## src/rtl/shiftrows.sv

```systemverilog
// AES ShiftRows / InvShiftRows stage for a 128-bit datapath.
// This stage only moves bytes around. Row r of the column-major 4x4 state
// rotates left by r in forward mode, and right by r in inverse mode.
// Byte k is state[127-8k -: 8]. It sits at row k%4 and column k/4.
module shiftrows #(
  parameter bit REGISTERED = 1'b1
) (
  input  logic         clk,
  input  logic         rst,
  input  logic [127:0] state,
  input  logic         in_valid,
  input  logic         inverse,
  output logic [127:0] out,
  output logic         out_valid
);

  logic [127:0] shifted;

  // Output byte (r,c) takes input byte (r,(c+r)%4) in forward mode.
  // In inverse mode it takes input byte (r,(c-r)%4).
  // Every output byte has exactly one source, so no byte is left undriven.
  function automatic logic [127:0] permute(input logic [127:0] s, input logic inv);
    logic [127:0] res;
    res = '0;
    for (int k = 0; k < 16; k++) begin
      int row;
      int col;
      int src;
      row = k % 4;
      col = k / 4;
      src = inv ? row + 4 * ((col - row + 4) % 4)
                : row + 4 * ((col + row) % 4);
      res[127 - 8*k -: 8] = s[127 - 8*src -: 8];
    end
    return res;
  endfunction

  // Combinational byte permutation, selected by the mode bit sampled with state.
  always_comb begin
    shifted = permute(state, inverse);
  end

  generate
    if (REGISTERED) begin : g_reg
      logic [127:0] out_q;
      logic         valid_q;

      // The output register loads on every cycle. Downstream logic qualifies the data with out_valid.
      always_ff @(posedge clk) begin
        if (rst) begin
          out_q   <= '0;
          valid_q <= 1'b0;
        end else begin
          out_q   <= shifted;
          valid_q <= in_valid;
        end
      end

      assign out       = out_q;
      assign out_valid = valid_q;
    end else begin : g_comb
      assign out       = shifted;
      assign out_valid = in_valid;
    end
  endgenerate

endmodule

```

## config.mk

```make
export PLATFORM = sky130hd
export DESIGN_NAME = shiftrows
export DESIGN_NICKNAME = d
export VERILOG_FILES = /design/src/rtl/shiftrows.sv
export SDC_FILE = /design/constraint.sdc
export NUM_CORES = 1
export LEC_CHECK = 0
export ABC_AREA = 1
export BUFFER_PORTS_ARGS = -buffer_cell sky130_fd_sc_hd__buf_4
export CAP_MARGIN = 40
export CORE_UTILIZATION = 43
export DETAILED_ROUTE_END_ITERATION = 8
export PLACE_DENSITY = 0.87
export SETUP_SLACK_MARGIN = 0.05
export SYNTH_ARGS = -nofsm -noshare
export SYNTH_HDL_FRONTEND = slang
export SYNTH_SLANG_ARGS = --single-unit
export TNS_END_PERCENT = 30
```

## constraint.sdc

```tcl
create_clock -name clk -period 0.8 [get_ports clk]
set_input_delay 0.16 -clock clk [delete_from_list [all_inputs] [get_ports clk]]
set_output_delay 0.16 -clock clk [all_outputs]
set_load 0.005 [all_outputs]
```

### Yosys cells after proc, flatten, opt, wreduce, memory -nomap -nowiden

Cells that the tools add are included.

| storage, ports and cells | value |
|---|---|
| flip-flop bits (word level) | 129 |
| bits of input ports | 132 |
| output and inout port bits | 129 |
| logic and storage cells | 26 |

| cells by class | value |
|---|---|
| add/subtract/negate cells | 8 |
| shift-type cells | 8 |
| muxes and demuxes | 8 |

Operator list:

| operator | number |
|---|---|
| indexed part select 135 x 8 -> 8 bit | 5 |
| indexed part select 135 x 32 -> 8 bit | 3 |
| subtractor 8 x 32 -> 32 bit, first input constant | 3 |
| subtractor 7 x 7 -> 8 bit, first input constant | 5 |
| 2-to-1 mux 4 bit | 8 |

### Longest topological paths before layout

Gate-level depths: netlist of run 1.

| depth | value |
|---|---|
| word-level depth | 3 |
| depth in mapped cells | 5 |
| gate-level depth less buffers | 4 |

### Worst setup path after synthesis of run 1

OpenSTA, ideal clock, no wires.

| timing | value |
|---|---|
| kind | input to register |
| from | in inverse |
| to | reg g_reg.out_q[32] (netlist: out[32]) |
| setup time | 0.113 ns |
| data arrival time | 0.574 ns |
| data required time | 0.687 ns |
| path slack | 0.114 ns |
| cell stages on the path | 5 |
| buffers on the path | 2 |
| cells stage by stage | buf_6 -> buf_4 -> nand2_1 -> nand2_1 -> nor2_1 |

| between the ends | value |
|---|---|
| longest elaborated chain between the ends | 3 |

Ends and longest elaborated chain:

| item | RTL line | RTL |
|---|---|---|
| from (decl) | 12 | `input logic inverse,` |
| 2-to-1 mux 4 bit | 31 | `src = inv ? row + 4 * ((col - row + 4) % 4)` |
| subtractor 8 x 32 -> 32 bit | 33 | `res[127 - 8*k -: 8] = s[127 - 8*src -: 8];` |
| indexed part select 135 x 32 -> 8 bit | 33 |  |
| to (signal assigned) | 54 | `out_q <= shifted;` |
| to (decl) | 45 | `logic [127:0] out_q;` |

No other way between the ends.
A chain may end at the register's enable or synchronous reset.

### Worst setup path in the final report of run 1

| timing | value |
|---|---|
| from | reg g_reg.out_q[113] (netlist: out[113]) |
| to | out out[113] |

RTL lines:

| item | RTL line | RTL |
|---|---|---|
| to (decl) | 13 | `output logic [127:0] out,` |

No word-level cell between the ends.

==> qor.txt, run 1 <==
Status -> finished with violations
Cell family with most CP delay -> flip-flops
RSZ-0062 raised after global routing -> yes
Synth cell types -> 8
Avg Inst Size Synth -> 7.419 µm²
Layout cells sized above 1 -> 0.3854
Final worst path period share -> 1.421
Total power draw -> 18.68 mW
Post-synthesis register bit count -> 129
Synth Warn # -> 0
Synth area leader -> dfxtp_1
Min-delay worst type -> primary input to flop
Post-route antenna net violation count -> 0
FP Rows -> 36
Met1 usage -> 0.3032
CTS tree -> built
Worst Path Buf+Inv -> 1
Hold Crit Depth -> 3
Final setup fails -> 130
I/O Buffers -> 260
Finished Cell Area -> 8951 µm²
CP Data Required Time -> 0.64 ns
FFs w/ async S/R, synth -> 0
Vias per cell -> 4.823
Critical-path maximum fanout -> 1
CP cell instances -> buf_6
Pre-CTS setup slack -> -0.05936 ns
Io pins -> 261
Crit. End Element -> primary output
Main flop type after synthesis -> dfxtp_1
Router iterations before antenna repair -> 5
CTS Buffer Depth -> 2
Post-route DRC violation count -> 0
WL final -> 21260 µm
Final Hold Fails -> 0
Slowest stage cell, crit path -> dfxtp_2
Placer Congestion -> 0.7816
Maxcap violations -> 0
Placed Area -> 6551 µm²
Sink Count -> 129
First-pass GRT wire length -> 28470 µm
Mapped Area -> 4503 µm²
Hold Path Origin -> rst
Critical path type -> flop to primary output
Clock tree root driver cell -> clkbuf_8
Leakage -> 4.850 nW
Post-CTS Setup Repair Bufs -> 0
Hold_ws -> 0.04190 ns
Final Non-Filler Cells -> 1150
M2 GR Usage -> 0.6490
TritonCTS Buffers -> 17
DR iter-0 viols -> 337
Count leader, synth -> nor2_1
CP arrival -> 0.98 ns
Avg WL per Cell -> 18.49 µm
Worst Max-Slew Pin Slew -> 0.2685 ns
Initial Util -> 0.4524
Initial antenna violation count -> 5
Synth cell count leaders -> 193 x nor2_1, 129 x dfxtp_1, 129 x inv_1, 128 x nand2_1, 12 x buf_6
Cell total after placement -> 984
Die ar. -> 10890 µm²
TNS Setup -> -37.45 ns
Worst Setup Slack, final -> -0.3364 ns
Worst-path clk slew -> 0.06 ns
Number of nets in the layout -> 1132
Vias in the first global route -> 5711
Detailed placement HPWL -> 9016 µm
Syn_nets -> 739
Synth-to-layout area growth -> 98.78%
Peak supply drop -> 1.820 mV
Max_slew headroom -> 0.8203
Busiest grt layer -> met2
GRT met3 Usage -> 0.09273
H-Tree Depth -> 4
Post-Synthesis Cells -> 607
Via count -> 5547
Number of synthesized flops with an enable pin -> 0
Final Util -> 0.8992
CP startpoint kind -> flop
CP peak stage delay -> 0.37 ns
Failing checks -> setup timing
Final Slew Violations -> 0
Synth top area share -> 0.5735
Die height -> 104.3 µm
Largest net degree at the start of global routing -> 54
GRT Util Overall -> 0.3426
Total core area -> 9955 µm²
DIE WIDTH -> 104.3 µm
F_max -> 879.9 MHz
GRT overflow -> 0
Worst Hold End -> out[8]
Pwr dens -> 2087 nW/µm²
Crit path time final -> 1.136 ns
Largest cells by area after synthesis -> dfxtp_1 57%, nor2_1 16%, inv_1 11%
Sequential share of the synthesized area -> 0.5735
[how the worst max path moves through the flow]
stage / from / to / slack [ns] / cells past startpoint
2_1_floorplan: inverse / out[32] / 0.11 / 5
3_3_place_gp: inverse / out[113] / -0.01 / 5
3_5_place_dp: inverse / out[117] / -0.06 / 5
4_1_cts: out[113] / out[113] / -0.33 / 1
5_1_grt: out[113] / out[113] / -0.36 / 1
6_report: out[113] / out[113] / -0.34 / 1
[sequential cells by signal, indices dropped and copies added, names as in the netlist]
name,cells
out,128
out_valid,1
[placed cells by master (no fill, tap or decap)]
cell type | synthesis | layout
inv_1 | 129 | 129
buf_6 | 12 | 89
clkinv_4 | 0 | 3
inv_6 | 0 | 4
dlygate4sd3_1 | 0 | 129
diode_2 | 0 | 5
nand2_1 | 128 | 128
buf_4 | 7 | 176
dlymetal6s4s_1 | 0 | 1
clkbuf_8 | 0 | 1
inv_2 | 1 | 1
bufinv_16 | 0 | 5
nor2_1 | 193 | 193
buf_12 | 0 | 6
clkinvlp_4 | 0 | 2
clkbuf_16 | 0 | 16
dfxtp_2 | 0 | 87
dfxtp_1 | 129 | 42
[metal layers]
metal	share of wire	vias to the layer above
met3	0.083	147
met4	0.086	0
li1	-	2473
met1	0.32	2534
met2	0.51	393
met5	0	-
[where the power goes]
part           internal (mW)  leakage, nW  switching (mW)  total, mW
Clock                   5.42        0.306            3.17       8.60
Sequential              6.88         1.10           0.214       7.10
Combinational           1.75         3.45            1.24       2.99
Total                   14.1         4.85            4.63       18.7
[cell families after synthesis]
kind of cell,Yosys count,share of synthesized area
buffers and inverters,157,0.1589
DFF,129,0.5735
and+or+nand+nor,321,0.2676
[tightest hold or removal path, delay by kind of cell]
family / cells / cell delay, ns
buf+inv: 2 / 0.28
simple gates: 1 / 0.06
[area by class of cell]
class,instances,area (µm²)
sequential,129,2691
clock buffer,17,414.1
timing repair buffer,401,3747
antenna,5,12.51
inverter,130,488.0
tap,133,166.4
fill,400,1003
multi-input combinational,321,1205
clock inverter,14,226.5
[what timing repair did]
action | in CTS | in global routing
gates cloned | 0 | 0
pin swaps | 0 | 0
setup endpoints to repair | 129 | 130
resized for setup | 96 | 81
endpoints found under the hold margin | 129 | 0
hold buffers | 130 | 0
No activity file was read; power rests on OpenSTA's default activity.
==> inputs of run 2 (changes only) <==
--- a/config.mk
+++ b/config.mk
@@ -12,6 +12,7 @@
 export DETAILED_ROUTE_END_ITERATION = 8
 export PLACE_DENSITY = 0.87
 export SETUP_SLACK_MARGIN = 0.05
+export SKIP_LAST_GASP = 1
 export SYNTH_ARGS = -nofsm -noshare
 export SYNTH_HDL_FRONTEND = slang
 export SYNTH_SLANG_ARGS = --single-unit
==> run 2 against run 1 <==
Effect of this change:
- the run still ends with setup timing left
- sequential share of layout area grew 0.11 points
- sequential power shrank 0.6%
- via count shrank 1.7%
- count of clock-buffer cells in the layout is the same
- largest power group unchanged
==> qor.txt, run 2 (synthesis results as in run 1) <==
Finished Cell Area -> 8823 µm²
Internal power -> 13.99 mW
Maxcap violations -> 0
GRT met3 Usage -> 0.1021
TNS Setup -> -36.44 ns
Final setup fails -> 130
Busiest grt layer -> met2
Max_slew headroom -> 0.8144
DIE WIDTH -> 104.3 µm
Final Slew Violations -> 0
Final Util -> 0.8864
Worst-path clk slew -> 0.06 ns
Worst Setup Slack, final -> -0.3118 ns
Final Hold Fails -> 0
Die height -> 104.3 µm
Area of the multi-input gates -> 1205 µm²
Vias in the first global route -> 5866
CTS tree -> built
Leakage -> 4.810 nW
Switching share of power -> 0.2423
TritonCTS Buffers -> 17
Cell total after placement -> 984
Initial antenna violation count -> 4
Failing checks -> setup timing
Min-delay worst type -> primary input to flop
CP Data Required Time -> 0.64 ns
Synth-to-layout area growth -> 95.94%
Placed Area -> 6551 µm²
Cell family with most CP delay -> flip-flops
Largest net degree at the start of global routing -> 54
I/O Buffers -> 260
Hold_ws -> 0.04318 ns
Total core area -> 9955 µm²
Avg WL per Cell -> 17.69 µm
Commonest cells after routing, fill and taps aside -> 201 x buf_4, 193 x nor2_1, 130 x dlygate4sd3_1, 129 x inv_1, 128 x nand2_1
Register area -> 2663 µm²
Switch Pwr -> 4.474 mW
Clock share of power -> 0.460
Via count -> 5452
Comb pwr share -> 0.158
Vias per cell -> 4.745
Met1 usage -> 0.2981
Worst Path Buf+Inv -> 1
Pre-CTS setup slack -> -0.05936 ns
Sink Count -> 129
CP arrival -> 0.95 ns
First-pass GRT wire length -> 29080 µm
Final worst path period share -> 1.390
M2 GR Usage -> 0.6727
Post-CTS Setup Repair Bufs -> 0
Io pins -> 261
GRT Util Overall -> 0.3475
DR iter-0 viols -> 328
Peak supply drop -> 1.986 mV
Total power draw -> 18.47 mW
Layout cells sized above 1 -> 0.3626
H-Tree Depth -> 4
Router iterations before antenna repair -> 5
F_max -> 899.4 MHz
Sequential share of power -> 0.382
Fillers -> 416
Worst Max-Slew Pin Slew -> 0.2773 ns
Detailed placement HPWL -> 9016 µm
Final Non-Filler Cells -> 1149
Commonest non-fill, non-tap cell in the layout -> buf_4
Crit path time final -> 1.112 ns
Slowest stage cell, crit path -> dfxtp_2
Die ar. -> 10890 µm²
Status -> finished with violations
GRT overflow -> 0
Crit. End Element -> primary output
CP peak stage delay -> 0.36 ns
Pwr dens -> 2093 nW/µm²
Post-route DRC violation count -> 0
Number of nets in the layout -> 1132
Largest register FFs -> 128
CP cell instances -> buf_6
Placer Congestion -> 0.7816
CTS Buffer Depth -> 2
Post-route antenna net violation count -> 0
Critical path type -> flop to primary output
CP startpoint kind -> flop
Clock tree root driver cell -> clkbuf_8
FP Rows -> 36
RSZ-0062 raised after global routing -> yes
Critical-path maximum fanout -> 1
WL final -> 20330 µm
Initial Util -> 0.4524
## run 2: cell count changes in the layout (fill, tap and decap cells not counted)
cell,delta
buf_4,+25
dfxtp_2,-23
dfxtp_1,+23
dlygate4sd3_1,+1
diode_2,-1
buf_6,-25
dlymetal6s4s_1,-1
## run 2: power groups by stage
stage	Sequential [mW]	Combinational (mW)	Clock, mW
global route	7.08	3.09	8.88
global placement	7.07	1.97	0
floorplan	7.12	0.701	0
detailed placement	7.08	2.03	0
finish	7.06	2.92	8.49
CTS	6.98	2.63	8.45
## run 2: routing by layer
layer	share of wire	wire length [µm]
met5	0	0
met4	0.071	1450
met3	0.075	1515
met2	0.53	10860
met1	0.32	6502
## run 2: worst paths after layout
check | start | endpoint | cells past startpoint
hold / removal | rst | out[8] | 3
setup / recovery | out[73] | out[73] | 1
## run 2: repair_timing
item | in CTS | in global routing
setup endpoints to repair | 129 | 130
cloned | 0 | 0
hold endpoints to repair | 129 | 0
gates resized for setup | 64 | 64
hold buffers | 130 | 0
## run 2: area by class of cell
class | count | share of cell area
diodes | 4 | 0.001134
clock buffers | 17 | 0.04694
clock inverters | 14 | 0.02567
inverters | 130 | 0.05530
multi-input cells | 321 | 0.1366
flip-flops and latches | 129 | 0.3018
well taps | 133 | 0.01886
repair buffers | 401 | 0.4138
==> inputs of run 3 (changes only) <==
--- a/config.mk
+++ b/config.mk
@@ -8,6 +8,7 @@
 export ABC_AREA = 1
 export BUFFER_PORTS_ARGS = -buffer_cell sky130_fd_sc_hd__buf_4
 export CAP_MARGIN = 40
+export CORE_ASPECT_RATIO = 0.7
 export CORE_UTILIZATION = 43
 export DETAILED_ROUTE_END_ITERATION = 8
 export PLACE_DENSITY = 0.87
==> run 3 against run 2 <==
Effect of this change:
- the run still ends with setup timing left
- first-iteration DRC count grew 6.7%
- count of clock-buffer cells in the layout is 1 higher
- cell count fell by 1.3%
- global-route usage shrank 0.47 points
- hold slack worse by 0.033 ns
- non-clock buffer count down 7
- sequential cell count did not move
- combinational power about the same
- wire length is 0.15% lower
- utilization is 0.99 points lower
- critical endpoint is now out_valid
- highest routed layer unchanged
==> qor.txt, run 3 (synthesis results as in run 1) <==
Detailed placement HPWL -> 9072 µm
Slowest stage cell, crit path -> dfxtp_2
Commonest non-fill, non-tap cell in the layout -> buf_4
Status -> finished with violations
GRT Util Overall -> 0.3428
DR iter-0 viols -> 350
Router iterations before antenna repair -> 5
Final Non-Filler Cells -> 1134
TritonCTS Buffers -> 17
Total power draw -> 18.00 mW
Vias in the first global route -> 5559
Cell family with most CP delay -> flip-flops
Sink Count -> 129
CP startpoint kind -> flop
Initial antenna violation count -> 0
Worst Path Buf+Inv -> 1
Synth-to-layout area growth -> 93.61%
Final Util -> 0.8765
Worst Setup Slack, final -> -0.2341 ns
Via count -> 5330
Ant. Diodes -> 0
DIE WIDTH -> 124.3 µm
Max_slew headroom -> 0.8647
Number of nets in the layout -> 1125
Min-delay worst type -> primary input to flop
Die ar. -> 10890 µm²
Crit. End Element -> primary output
Area of the multi-input gates -> 1205 µm²
Crit path time final -> 1.034 ns
GRT overflow -> 0
Placer Congestion -> 0.7404
Io pins -> 261
I/O Buffers -> 260
Final setup fails -> 143
Worst-path clk slew -> 0.07 ns
FP Rows -> 30
Clock tree root driver cell -> clkbuf_16
H-Tree Depth -> 4
Peak supply drop -> 1.816 mV
RSZ-0062 raised after global routing -> yes
Total core area -> 9947 µm²
Post-CTS Setup Repair Bufs -> 0
Layout cells sized above 1 -> 0.3837
Initial Util -> 0.4527
Critical path type -> flop to primary output
Final Slew Violations -> 0
Avg WL per Cell -> 17.90 µm
First-pass GRT wire length -> 28480 µm
Post-route DRC violation count -> 0
Leakage -> 4.779 nW
Pwr dens -> 2065 nW/µm²
Hold_ws -> 0.01022 ns
Finished Cell Area -> 8718 µm²
WL final -> 20300 µm
Worst Max-Slew Pin Slew -> 0.2022 ns
Final Hold Fails -> 0
Largest net degree at the start of global routing -> 43
Commonest cells after routing, fill and taps aside -> 198 x buf_4, 193 x nor2_1, 129 x inv_1, 128 x nand2_1, 117 x dlygate4sd3_1
CTS Buffer Depth -> 2
Vias per cell -> 4.700
CTS tree -> built
CP cell instances -> buf_6
CP arrival -> 0.87 ns
Fillers -> 431
CP Data Required Time -> 0.64 ns
Maxcap violations -> 0
Cell total after placement -> 985
Failing checks -> setup timing
Post-route antenna net violation count -> 0
Largest register FFs -> 128
Final worst path period share -> 1.293
Register area -> 2678 µm²
Critical-path maximum fanout -> 1
F_max -> 967.1 MHz
Die height -> 87.62 µm
Placed Area -> 6565 µm²
CP peak stage delay -> 0.37 ns
-- run 3: changes by cell type in the layout (fill, tap and decap cells not counted) --
cell / before / now
dfxtp_2: 64 / 76
clkbuf_16: 16 / 17
clkinvlp_4: 2 / 1
buf_4: 201 / 198
clkinv_4: 3 / 2
diode_2: 4 / 0
inv_6: 4 / 8
bufinv_16: 5 / 2
buf_12: 6 / 4
inv_8: 0 / 1
buf_6: 64 / 75
dlygate4sd3_1: 130 / 117
dfxtp_1: 65 / 53
-- run 3: layout make-up --
cell class / instances / area share
timing repair buffer: 394 / 0.4109
sequential: 129 / 0.3071
multi-input combinational: 321 / 0.1382
inverter: 130 / 0.05597
clock buffer: 18 / 0.05037
clock inverter: 14 / 0.01909
tap: 128 / 0.01837
-- run 3: path summary, 6_finish.rpt --
| kind | start | endpoint | slack, ns | cells after the start |
|---|---|---|---|---|
| max | out_valid | out_valid | -0.23 | 1 |
| min | state[95] | out[95] | 0.01 | 3 |
-- run 3: report_power, final --
part,internal [mW],switching [mW],total [mW]
Clock,4.79,3.24,8.03
Sequential,6.88,0.204,7.08
Combinational,1.68,1.21,2.89
-- run 3: what timing repair did --
item | CTS | global route
hold buffers | 117 | 0
endpoints found under the setup margin | 129 | 167
hold endpoints to repair | 117 | 0
pin swaps | 0 | 0
gates resized for setup | 76 | 75
-- run 3: per-stage QoR --
stage / worst slack, ns / setup TNS (ns)
2_1_floorplan: 0.1136 / 0
3_3_place_gp: -0.02957 / -0.2022
3_5_place_dp: -0.07462 / -1.825
4_1_cts: -0.2131 / -26.02
5_1_grt: -0.2626 / -29.15
6_report: -0.2341 / -25.74
-- run 3: layer usage --
| metal | routed length, µm | vias up | GRT usage | share of wire |
|---|---|---|---|---|
| met1 | 6941 | 2441 | 0.3307 | 0.34 |
| met2 | 10410 | 320 | 0.6409 | 0.51 |
| met5 | 0 | - | 0 | 0 |
| li1 | - | 2457 | - | - |
| met4 | 1417 | 0 | 0.2322 | 0.070 |
| met3 | 1528 | 112 | 0.1112 | 0.075 |
